<file path="src/rtl/ddr_port_arbiter.sv">
// ddr_port_arbiter: shares one AXI burst-request port between NUM_PORTS requesters.
// One burst is outstanding at a time. The owner rotates round-robin after each burst completes.
// Defining ARB_FIXED_PRIO_EN builds a fixed-priority variant in which the lowest requesting index wins.
module ddr_port_arbiter #(
    parameter int unsigned NUM_PORTS = 4,
    parameter int unsigned ADDR_W    = 30,
    parameter int unsigned LEN_W     = 8,
    parameter int unsigned IDX_W     = 2
) (
    input  logic                        clk,
    input  logic                        rst_n,
    input  logic [NUM_PORTS-1:0]        req,
    input  logic [NUM_PORTS*ADDR_W-1:0] req_addr,
    input  logic [NUM_PORTS*LEN_W-1:0]  req_len,
    output logic [NUM_PORTS-1:0]        gnt,
    output logic [NUM_PORTS-1:0]        done,
    output logic                        busy,
    output logic [IDX_W-1:0]            cur_port,
    output logic                        axi_start,
    output logic [ADDR_W-1:0]           axi_addr,
    output logic [LEN_W-1:0]            axi_len,
    input  logic                        axi_ready,
    input  logic                        axi_done
);

    localparam logic [IDX_W-1:0] LAST_PORT = IDX_W'(NUM_PORTS - 1);

    typedef enum logic {
        ST_IDLE = 1'b0,
        ST_BUSY = 1'b1
    } state_t;

    state_t              state;
    state_t              state_d;
    logic [IDX_W-1:0]    rr_ptr;
    logic [IDX_W-1:0]    rr_ptr_d;
    logic [IDX_W-1:0]    search_base;
    logic [IDX_W-1:0]    win_idx;
    logic                win_found;
    int unsigned         cand;
    logic [ADDR_W-1:0]   win_addr;
    logic [LEN_W-1:0]    win_len;
    logic [NUM_PORTS-1:0] gnt_d;
    logic [NUM_PORTS-1:0] done_d;
    logic                busy_d;
    logic [IDX_W-1:0]    cur_port_d;
    logic                axi_start_d;
    logic [ADDR_W-1:0]   axi_addr_d;
    logic [LEN_W-1:0]    axi_len_d;

`ifdef ARB_FIXED_PRIO_EN
    assign search_base = '0;
`else
    assign search_base = rr_ptr;
`endif

    // Winner search: first set req bit at or above search_base, wrapping at NUM_PORTS-1.
    always_comb begin
        win_found = 1'b0;
        win_idx   = '0;
        cand      = 0;
        for (int i = 0; i < int'(NUM_PORTS); i++) begin
            cand = (32'(search_base) + 32'(i)) % NUM_PORTS;
            if (!win_found && req[IDX_W'(cand)]) begin
                win_found = 1'b1;
                win_idx   = IDX_W'(cand);
            end
        end
    end

    // Extract the winner's address and length slices.
    always_comb begin
        win_addr = '0;
        win_len  = '0;
        for (int p = 0; p < int'(NUM_PORTS); p++) begin
            if (IDX_W'(p) == win_idx) begin
                win_addr = req_addr[p*ADDR_W +: ADDR_W];
                win_len  = req_len[p*LEN_W +: LEN_W];
            end
        end
    end

    // Next-state and next-output logic.
    always_comb begin
        state_d     = state;
        rr_ptr_d    = rr_ptr;
        gnt_d       = '0;
        done_d      = '0;
        axi_start_d = 1'b0;
        cur_port_d  = cur_port;
        axi_addr_d  = axi_addr;
        axi_len_d   = axi_len;
        case (state)
            ST_IDLE: begin
                if (win_found && axi_ready) begin
                    state_d         = ST_BUSY;
                    gnt_d[win_idx]  = 1'b1;
                    axi_start_d     = 1'b1;
                    cur_port_d      = win_idx;
                    axi_addr_d      = win_addr;
                    axi_len_d       = win_len;
                end
            end
            ST_BUSY: begin
                if (axi_done) begin
                    state_d          = ST_IDLE;
                    done_d[cur_port] = 1'b1;
`ifndef ARB_FIXED_PRIO_EN
                    rr_ptr_d = (cur_port == LAST_PORT) ? '0 : cur_port + IDX_W'(1);
`endif
                end
            end
            default: state_d = ST_IDLE;
        endcase
        busy_d = (state_d == ST_BUSY);
    end

    // State register.
    always_ff @(posedge clk or negedge rst_n) begin
        if (!rst_n) begin
            state  <= ST_IDLE;
            rr_ptr <= '0;
        end else begin
            state  <= state_d;
            rr_ptr <= rr_ptr_d;
        end
    end

    // Registered outputs.
    always_ff @(posedge clk or negedge rst_n) begin
        if (!rst_n) begin
            gnt       <= '0;
            done      <= '0;
            busy      <= 1'b0;
            cur_port  <= '0;
            axi_start <= 1'b0;
            axi_addr  <= '0;
            axi_len   <= '0;
        end else begin
            gnt       <= gnt_d;
            done      <= done_d;
            busy      <= busy_d;
            cur_port  <= cur_port_d;
            axi_start <= axi_start_d;
            axi_addr  <= axi_addr_d;
            axi_len   <= axi_len_d;
        end
    end

endmodule

</file>
<file path="config.mk">
export PLATFORM = sky130hd
export DESIGN_NAME = ddr_port_arbiter
export DESIGN_NICKNAME = d
export VERILOG_FILES = /design/src/rtl/ddr_port_arbiter.sv
export SDC_FILE = /design/constraint.sdc
export NUM_CORES = 1
export LEC_CHECK = 0
export ABC_AREA = 1
export CAP_MARGIN = 0
export CORE_MARGIN = 1
export CORE_UTILIZATION = 35
export DETAILED_ROUTE_END_ITERATION = 10
export GPL_ROUTABILITY_DRIVEN = 0
export PLACE_DENSITY_LB_ADDON = 0.25
export RECOVER_POWER = 25
export SYNTH_ARGS = -nofsm -noshare
export SYNTH_HDL_FRONTEND = slang
export SYNTH_SLANG_ARGS = --single-unit
</file>
<file path="constraint.sdc">
create_clock -name clk -period 1.8 [get_ports clk]
set_clock_uncertainty 0.05 [all_clocks]
set_input_delay 0.18 -clock clk [delete_from_list [all_inputs] [get_ports clk]]
set_output_delay 0.18 -clock clk [all_outputs]
set_load 0.01 [all_outputs]
</file>
After elaboration in Yosys (flattened, before gate mapping)

Index checks and enable logic that the tools add are counted.
Widths: inputs -> output; s select.

Add/sub/neg operators: 4
Multipliers: 0
Divide/modulo/power cells: 0
$lt $le $gt $ge: 8
Equality and inequality tests: 4
Shifts and indexed selects: 0
Muxes and demuxes: 37
Bitwise gates (word level): 1
Reductions and logical operators: 12

Operators by type and width:

| cell                | count |
|---|---|
| $mux 30             | 4 |
| $mux 8              | 4 |
| $lt 2x3->1 const B  | 6 |
| $mux 4              | 4 |
| $mux 1              | 13 |
| $mux 2              | 5 |
| $bmux 1 s2          | 4 |
| $logic_and 1x1->1   | 6 |
| $add 2x1->2 const B | 2 |
| $add 2x2->2 const B | 2 |
| $demux 1 s2         | 2 |
| $eq 2x2->1 const A  | 2 |
| $ge 2x1->1 const B  | 2 |
| $reduce_and 2->1    | 2 |
| $logic_not 1->1     | 3 |
| $eq 1x2->1 const A  | 1 |
| $eq 2x2->1 const B  | 1 |
| $logic_not 2->1     | 1 |
| $pmux 1 s2          | 1 |
| $not 1->1           | 1 |

Register bits after elaboration: 52
Latch bits: 0
Memory bits (writable): 0
ROM bits: 0
Input bits: 160
Output and inout port bits: 50
Logic and storage cells: 74
Memories: 0

Logic depth before layout (Yosys ltp)

Depth in word-level cells: 18
Mapped depth: 17
Depth with buffers taken out: 15

Least setup slack after synthesis

No wires, ideal clock.

Kind: register -> register
Start point: reg rr_ptr[0]
End point: reg axi_addr[10]
Setup time: 0.117 ns
Data arrival time: 1.803 ns
Required time: 1.633 ns
Slack: -0.169 ns
Cell stages (with the launch flop): 16
Buffers on the path: 3
Period minus slack after synthesis: 1.969 ns
Cell sequence: dfrtp_1 > buf_6 > inv_4 > nand2_1 > nand3_1 > nand2_2 > nor2_8 > nand3_2 > nand3_4 > nand2_8 > buf_6 > buf_6 > nand3_1 > nand4_1 > nand2_1 > nand2_1

Longest elaborated chain between the ends: 17
Elaborated cells between the ends (all ways): 35
Those cells by class: add/sub: 3; eq/ne: 3; mux: 20; reduce/logical: 9

RTL lines:

| element                                              | RTL line | text |
|---|---|---|
| start, declared                                      | 35       | `logic [IDX_W-1:0] rr_ptr;` |
| start signal, assigned                               | 125      | `rr_ptr <= rr_ptr_d;` |
| branches (longest 17 deep; another with $add 2x1->2) | --       |  |
| end signal, assigned                                 | 145      | `axi_addr <= axi_addr_d;` |
| end, declared                                        | 20       | `output logic [ADDR_W-1:0] axi_addr,` |

Several ways; the timed one is not identified. The select of a mux whose other input is x is not followed.
A chain may end at the register's enable or synchronous reset.

Final worst setup path

Start point: reg rr_ptr[0]
End point: reg axi_addr[19]

Same word-level chain as after synthesis.

==> results by stage <==
Run status:
- The run finished, with violations left.
- The final reports fail on setup timing.

Logic synthesis:
- The number of different library cells used by synthesis comes to 30.
- The synthesized area per cell is just under 7 um2.
- In the post-synthesis netlist, the cell with the most instances is sky130_fd_sc_hd__nand2_1.
- The most area-hungry cell type in the Yosys netlist is sky130_fd_sc_hd__dfrtp_1.
- The post-synthesis mux area share is 0.
- The combinational family with the most area after synthesis is simple AND/OR/NAND/NOR gates.
- The complex-gate fraction of the synthesized area came to 0.0189.
- Of the total synthesized cell area, the portion taken by AND, OR, NAND and NOR gates is 0.519.
- The number of register bits inferred by synthesis is 52.
- The proportion of synthesized flip-flops having asynchronous set or reset is 1.00.
- The post-synthesis instance area is about 0.0036 mm2.
- Sorting the synthesized cells by area gives the leading types as sky130_fd_sc_hd__dfrtp_1 36%, sky130_fd_sc_hd__nand2_1 18%, sky130_fd_sc_hd__nand3_1 13%.
- The post-synthesis net count is approximately 710.
- The post-synthesis xor/xnor area fraction is 0.
- Yosys mapped a number of flops with a built-in enable equal to 0.
- The share of the Yosys chip area taken by registers is 0.357.
- The number of warnings issued by yosys is 0.
- The leading register cell type out of synthesis is sky130_fd_sc_hd__dfrtp_1.
- The cell count after synthesis is ~540.
- Ranked by instance count, the synthesized netlist is headed by 175 x sky130_fd_sc_hd__nand2_1, 99 x sky130_fd_sc_hd__nor2_1, 95 x sky130_fd_sc_hd__nand3_1, 52 x sky130_fd_sc_hd__dfrtp_1, 26 x sky130_fd_sc_hd__inv_1.
- Of the post-synthesis cell area, the dominant cell type holds 0.357.
- The arithmetic-cell share of the synthesized area counting full adders, half adders and majority gates is 0.0137.

Setup path:
- Among all stages on the critical path, the largest delay is contributed by sky130_fd_sc_hd__dfrtp_2.
- For the worst setup path, the data required time is 1.94 ns.
- The critical path goes through buf_6, buf_6, nand2_4, nand2_4, nand2_4, nand2_4, nor2_8, nand3_4, nand3_4, nand2_8, buf_12, buf_12, nand3_1, nand3_2, nor2_1, nor2_1.
- The worst setup path is launched from a flop.
- The data arrival at the endpoint of the critical path is roughly 2.3 ns.
- The depth of the most critical reg-to-reg path is 16.
- The worst setup path is of the reg2reg kind.
- In this run the worst path has a maximum fanout of 8.
- On the worst path, the slowest cell contributes a delay of between 0.4 and 0.5 ns.
- In this run the critical register-to-register path is launched from rr_ptr[0]$_DFFE_PN0P_.
- The most repeated library cell on the critical path is sky130_fd_sc_hd__nand2_4.
- The type of element capturing the critical path is a flop.
- In this run the register-to-register setup slack is -0.39 ns.
- The worst register-to-register path ends at axi_addr[19]$_DFFE_PN0P_.

Detailed routing:
- The final route contains ~4700 vias.
- In the final routed layout, each cell accounts on average for approximately 16 um.
- The remaining antenna violation count after routing is 0.
- The post-detailed-routing wire length is around 15 mm.
- The number of DRC violations after detailed routing is 0.
- The number of DRC markers in iteration 0 is roughly 180.
- The per-cell via count in the routed design is between 4 and 5.
- The number of optimization iterations in the first detailed-route pass is 5.

STA:
- The count of endpoints failing setup in the final report is 46.
- Setup repair after global routing could not meet its margin everywhere.
- The final number of hold-violating endpoints is 0.
- The max-slew violation count came to 0.
- Measured against its own limit, the worst slew margin works out to 0.272.
- At the pin with the least slew margin, the transition time is around 1.1 ns.
- For the final routed database, the setup TNS stands at -13.65 ns.
- The slack of the critical path is -0.390 ns.
- In the finished design, the share of the clock period the worst path needs comes to 1.22.
- The final critical-path required period is about 2.2 ns.
- Timing would allow up to about 460 MHz.
- The hold slack is 0.440 ns.

Floorplan:
- The floorplan step set the die height to ~100 um.
- The initial cell density of the core is 0.368.
- After floorplanning, the core was sized to cover approximately 0.0099 mm2.
- between 200 and 250 I/O pins were placed.
- The floorplan row count is 36.
- The die covers about 0.011 mm2.
- The x dimension of the die is 104 um.

Clock network:
- In this run the number of H-tree levels came out at 2.
- The maximum clock insertion buffer count is 2.
- The tree built by TritonCTS fans out to 52 sinks.
- In this run, CTS created clock tree buffers numbering 5.
- The root buffer selected by CTS is sky130_fd_sc_hd__clkbuf_8.
- The insertion delay of the later-clocked pin in the worst-skew pair is 0.30 ns.
- TritonCTS built the clock tree.
- After clock tree synthesis, the clock-pin slew on the worst setup and hold paths is 0.09 ns.

Global routing:
- Entering global routing, the biggest net connects 31 pins.
- The global-route wire length before repair is 22.1 mm.
- The number of global-route vias before repair is approximately 4700.
- The number of antenna violations at the first check in global routing is 0.
- The overall fraction of global-route tracks in use is 0.253.
- Global routing finished with a remaining overflow of 0.

Cells and area:
- The total inserted antenna cells is 0.
- The layout overhead on the synthesized area is 93.1%.
- The number of fillers in the final layout is 777.
- The fraction of final layout cells with drive strength greater than 1 is 0.205.
- The net count reported at finish is 964.

Power and ir drop:
- The leakage dissipation is ~3.3 nW.
- The maximum VDD drop is around 0.0011 V.
- The power density relative to cell area is around 2300 mW/mm2.
- Total power for the finished layout comes to 16.0 mW.

Min path:
- The path class of the tightest hold or removal check is reg2reg.
- The worst min-delay path endpoint is axi_addr[21]$_DFFE_PN0P_.
- In this run the most critical hold path is launched from axi_addr[21]$_DFFE_PN0P_.
- The number of cells on the worst hold path is 2.

Flow run:
- The tool flagged a number of max-cap violations equal to 0.

Placement:
- The detailed placer's ending HPWL is approximately 9.6 mm.
- The number of I/O port buffers is around 210.
## critical path: cells and delay by family, from the launching register on
kind / cells / cell delay [ns]
flops: 1 / 0.44
simple gates: 12 / 1.05
buf+inv: 4 / 0.54
## flip-flops by register name, summed over array words and instances, names as in the netlist
name,flops
axi_addr,30
axi_start,1
gnt,4
cur_port,2
axi_len,8
done,4
rr_ptr,2
busy,1
## per-stage QoR
stage	utilization	area [um2]	setup slack, ns	cells
after global routing	0.710	7040	-0.501	934
after detailed placement	0.623	6170	-0.504	890
after floorplan	-	3720	-0.117	542
after global placement	0.623	6170	-0.446	890
after CTS	0.682	6750	-0.379	924
final	0.710	7040	-0.390	934
## cell families after synthesis
kind of cell	Yosys count
AO/OA/AOI/OAI	13
buffers and inverters	63
AND/OR/NAND/NOR	410
flip-flops	52
adder cells (fa/ha/maj)	4
## final cells by class
| cell class | count | area (um2) | share of cell area |
|---|---|---|---|
| repair inverters | 1 | 6.26 | 0.000889 |
| flip-flops and latches | 52 | 1300 | 0.185 |
| inverters | 32 | 148 | 0.0210 |
| repair buffers | 277 | 2940 | 0.418 |
| clock buffers | 8 | 90.1 | 0.0128 |
| multi-input cells | 431 | 2380 | 0.338 |
| well taps | 133 | 166 | 0.0236 |
## power breakdown
group / internal, mW / switching (mW) / leakage, nW
registers: 1.73 / 0.324 / 0.635
logic: 6.32 / 6.97 / 2.57
clock network: 0.315 / 0.380 / 0.0455
## worst max path at each step
stage                          endpoint  cells after the start                   from  slack [ns]
2_1_floorplan  axi_addr[13]$_DFFE_PN0P_                     16  rr_ptr[0]$_DFFE_PN0P_       -0.12
5_1_grt        axi_addr[29]$_DFFE_PN0P_                     18  rr_ptr[0]$_DFFE_PN0P_       -0.50
4_1_cts        axi_addr[29]$_DFFE_PN0P_                     17  rr_ptr[0]$_DFFE_PN0P_       -0.38
3_5_place_dp   axi_addr[29]$_DFFE_PN0P_                     14                 req[1]       -0.50
3_3_place_gp   axi_addr[28]$_DFFE_PN0P_                     14                 req[1]       -0.45
6_report       axi_addr[19]$_DFFE_PN0P_                     16  rr_ptr[0]$_DFFE_PN0P_       -0.39
## cells in the final DEF (no fill, tap or decap), drive strengths merged
cell / n
clkdlybuf4s50: 208
dlygate4sd3: 1
o21ai: 10
dfrtp: 52
bufbuf: 1
buf: 63
nor2: 103
nand3b: 1
clkbuf: 12
inv: 33
nand3: 98
nand4: 19
or2: 4
ha: 4
nand2: 189
a21oi: 3
## per-layer routing
layer  up-vias  GRT usage  share of wire
li1       2258          -              -
met1      2189      0.275           0.38
met2       193      0.488           0.53
met3        25     0.0508          0.066
met4         0     0.0776          0.021
met5         -          0              0
## repair_timing
action / 4_1_cts / 5_1_grt
hold endpoints to repair: 17 / 0
buffers inserted: 16 / 11
hold buffers: 1 / 0
setup endpoints to repair: 46 / 46
gates resized for setup: 44 / 62
gates cloned: 9 / 4
pin swaps: 15 / 10
No activity file was read; power rests on OpenSTA's default activity.
==> patch: new RTL, same flow settings <==
Set the parameter `ADDR_W` to 60 (it was 30).
--- a/src/rtl/ddr_port_arbiter.sv
+++ b/src/rtl/ddr_port_arbiter.sv
@@ -5,3 +5,3 @@
     parameter int unsigned NUM_PORTS = 4,
-    parameter int unsigned ADDR_W    = 30,
+    parameter int unsigned ADDR_W    = 60,
     parameter int unsigned LEN_W     = 8,
Interface: changed (resized axi_addr and req_addr); port bits go from 210 to 360. No check against the original RTL was run, so the function may have changed too.
==> patch against the unedited design <==
- the flow still finishes with violations (negative setup slack)
- sequential cell count is 30 higher
- cell count is 61% higher
- synthesized cell count increased by 63%
- global-route usage is 2.7 points higher
- total power grew 71%
- sequential share of layout area decreased by 0.93 points
- worst setup slack worse by 0.14 ns
- first-iteration DRC count grew 110%
- design area grew 66%
- area after synthesis rose by 56%
- wire length rose by 84%
- critical path type unchanged
- critical endpoint is now axi_addr[42]$_DFFE_PN0P_
- highest routed layer unchanged
==> patch: results (changes against the unedited design) <==
status: "finished, violations left"  # unchanged
violations: "negative setup slack"  # unchanged
grt_pass1_vias: 6848  # was 4695
ctsRootBufferMaster: "clkbuf_16"  # was clkbuf_8
final_nets: 1567  # was 964
min-delay-path-class: "input port to flip-flop"  # was flip-flop to flip-flop
critPathMaxStageDelay_ns: 0.42  # was 0.44 ns
ys_seq_area_share_pct: 36.2  # was 35.7%
grt_pass1_wl_um: 35600  # was 22100 um
crit_path_end: "axi_addr[42]$_DFFE_PN0P_"  # was axi_addr[19]$_DFFE_PN0P_
wl_per_cell_um: 17.8  # was 15.6 um
worst_pin_slew_ns: 0.824  # was 1.09 ns
htreeDepth: 3  # was 2
routed_wl_um: 26800  # was 14600 um
tns_ns: -33.05  # was -13.65 ns
ys_top_cells_by_count: "nand2_1 (279), nand3_1 (174), nor2_1 (156), dfrtp_1 (82), buf_2 (36)"  # was nand2_1 (175), nor2_1 (99), nand3_1 (95), dfrtp_1 (52), inv_1 (26)
cts.clk_slew.worst_paths_ns: 0.07  # was 0.09 ns
hold-path-endpoint: "gnt[3]$_DFF_PN0_"  # was axi_addr[21]$_DFFE_PN0P_
port_buffers: 359  # was 209
setup_viol: 76  # was 46
synth.distinct_cells: 27  # was 30
drt-initial-drc-count: 386  # was 181
min_path_cells: 3  # was 2
antenna_found_initial: 1  # was 0
cellLeakagePower_nw: 5.20  # was 3.26 nW
vias_per_cell: 5.06  # was 4.99
yosys-top-cells-area: "dfrtp_1 (36%), nand2_1 (18%), nand3_1 (15%)"  # was dfrtp_1 (36%), nand2_1 (18%), nand3_1 (13%)
reg2reg_depth: 17  # was 16
setup_slack_ns: -0.529  # was -0.390 ns
grt_max_degree: 41  # was 31
place_inst: 1445  # was 890
n_fill_cell: 1193  # was 777
syn_inst: 881  # was 542
reg_top3: "axi_addr (60), axi_len (8)"  # was axi_addr (30), axi_len (8)
dpl.hpwl_um: 17200  # was 9610 um
min_from: "axi_ready"  # was axi_addr[21]$_DFFE_PN0P_
patch: changes by cell type after synthesis, moves of 8 or more:
cell / change
nor2_1: +57
nand3_1: +79
buf_2: +23
nand4_1: +9
clkbuf_1: +8
dfrtp_1: +30
nor2_2: +21
nand2_1: +104
patch: power breakdown:
group,switching (mW),leakage [nW],internal [mW]
registers,0.560,0.987,2.77
logic,11.8,4.06,10.4
clock network,0.826,0.153,1.23
total,13.1,5.20,14.4
patch: area by class of cell:
class	count	area, sq um	area share (%)
Multi-Input combinational cell	703	3840	32.9
Clock buffer	9	225	1.93
Antenna cell	2	5.00	0.0429
Inverter	38	178	1.52
Timing Repair inverter	1	11.3	0.0964
Clock inverter	7	101	0.868
Timing Repair Buffer	448	4990	42.7
Tap cell	216	270	2.31
Sequential cell	82	2050	17.6
patch: what timing repair did:
action                     CTS  global route
hold endpoints to repair    28             0
setup endpoints to repair   76            76
hold buffers                 1             0
cloned                       8            18
pin swaps                   13            38
resized for setup           76           122
setup buffers               12             5
patch: metal layers:
layer	global-route usage, %	routed length, um	vias up
met4	11.4	1050	0
met3	8.42	2360	71
met5	0	0	-
li1	-	-	3646
met1	31.0	9690	3555
met2	50.1	13700	344
patch: stage by stage:
step / worst slack, ns / total power, mW / hold slack [ns] / util (%)
after global placement: -0.560 / 18.9 / 0.0995 / 62.1
after floorplan: -0.190 / 13.2 / -0.166 / -
after global routing: -0.623 / 29.3 / 0.416 / 73.7
final: -0.529 / 27.5 / 0.396 / 73.8
after CTS: -0.461 / 23.9 / 0.279 / 67.8
after detailed placement: -0.669 / 19.2 / 0.107 / 62.1
patch: cells by family after synthesis:
logic type	count (synthesis)	synth area share, %
compound gates	17	1.50
fa+ha+maj	4	0.883
buf+inv	99	8.46
flops	82	36.2
simple gates	679	52.9
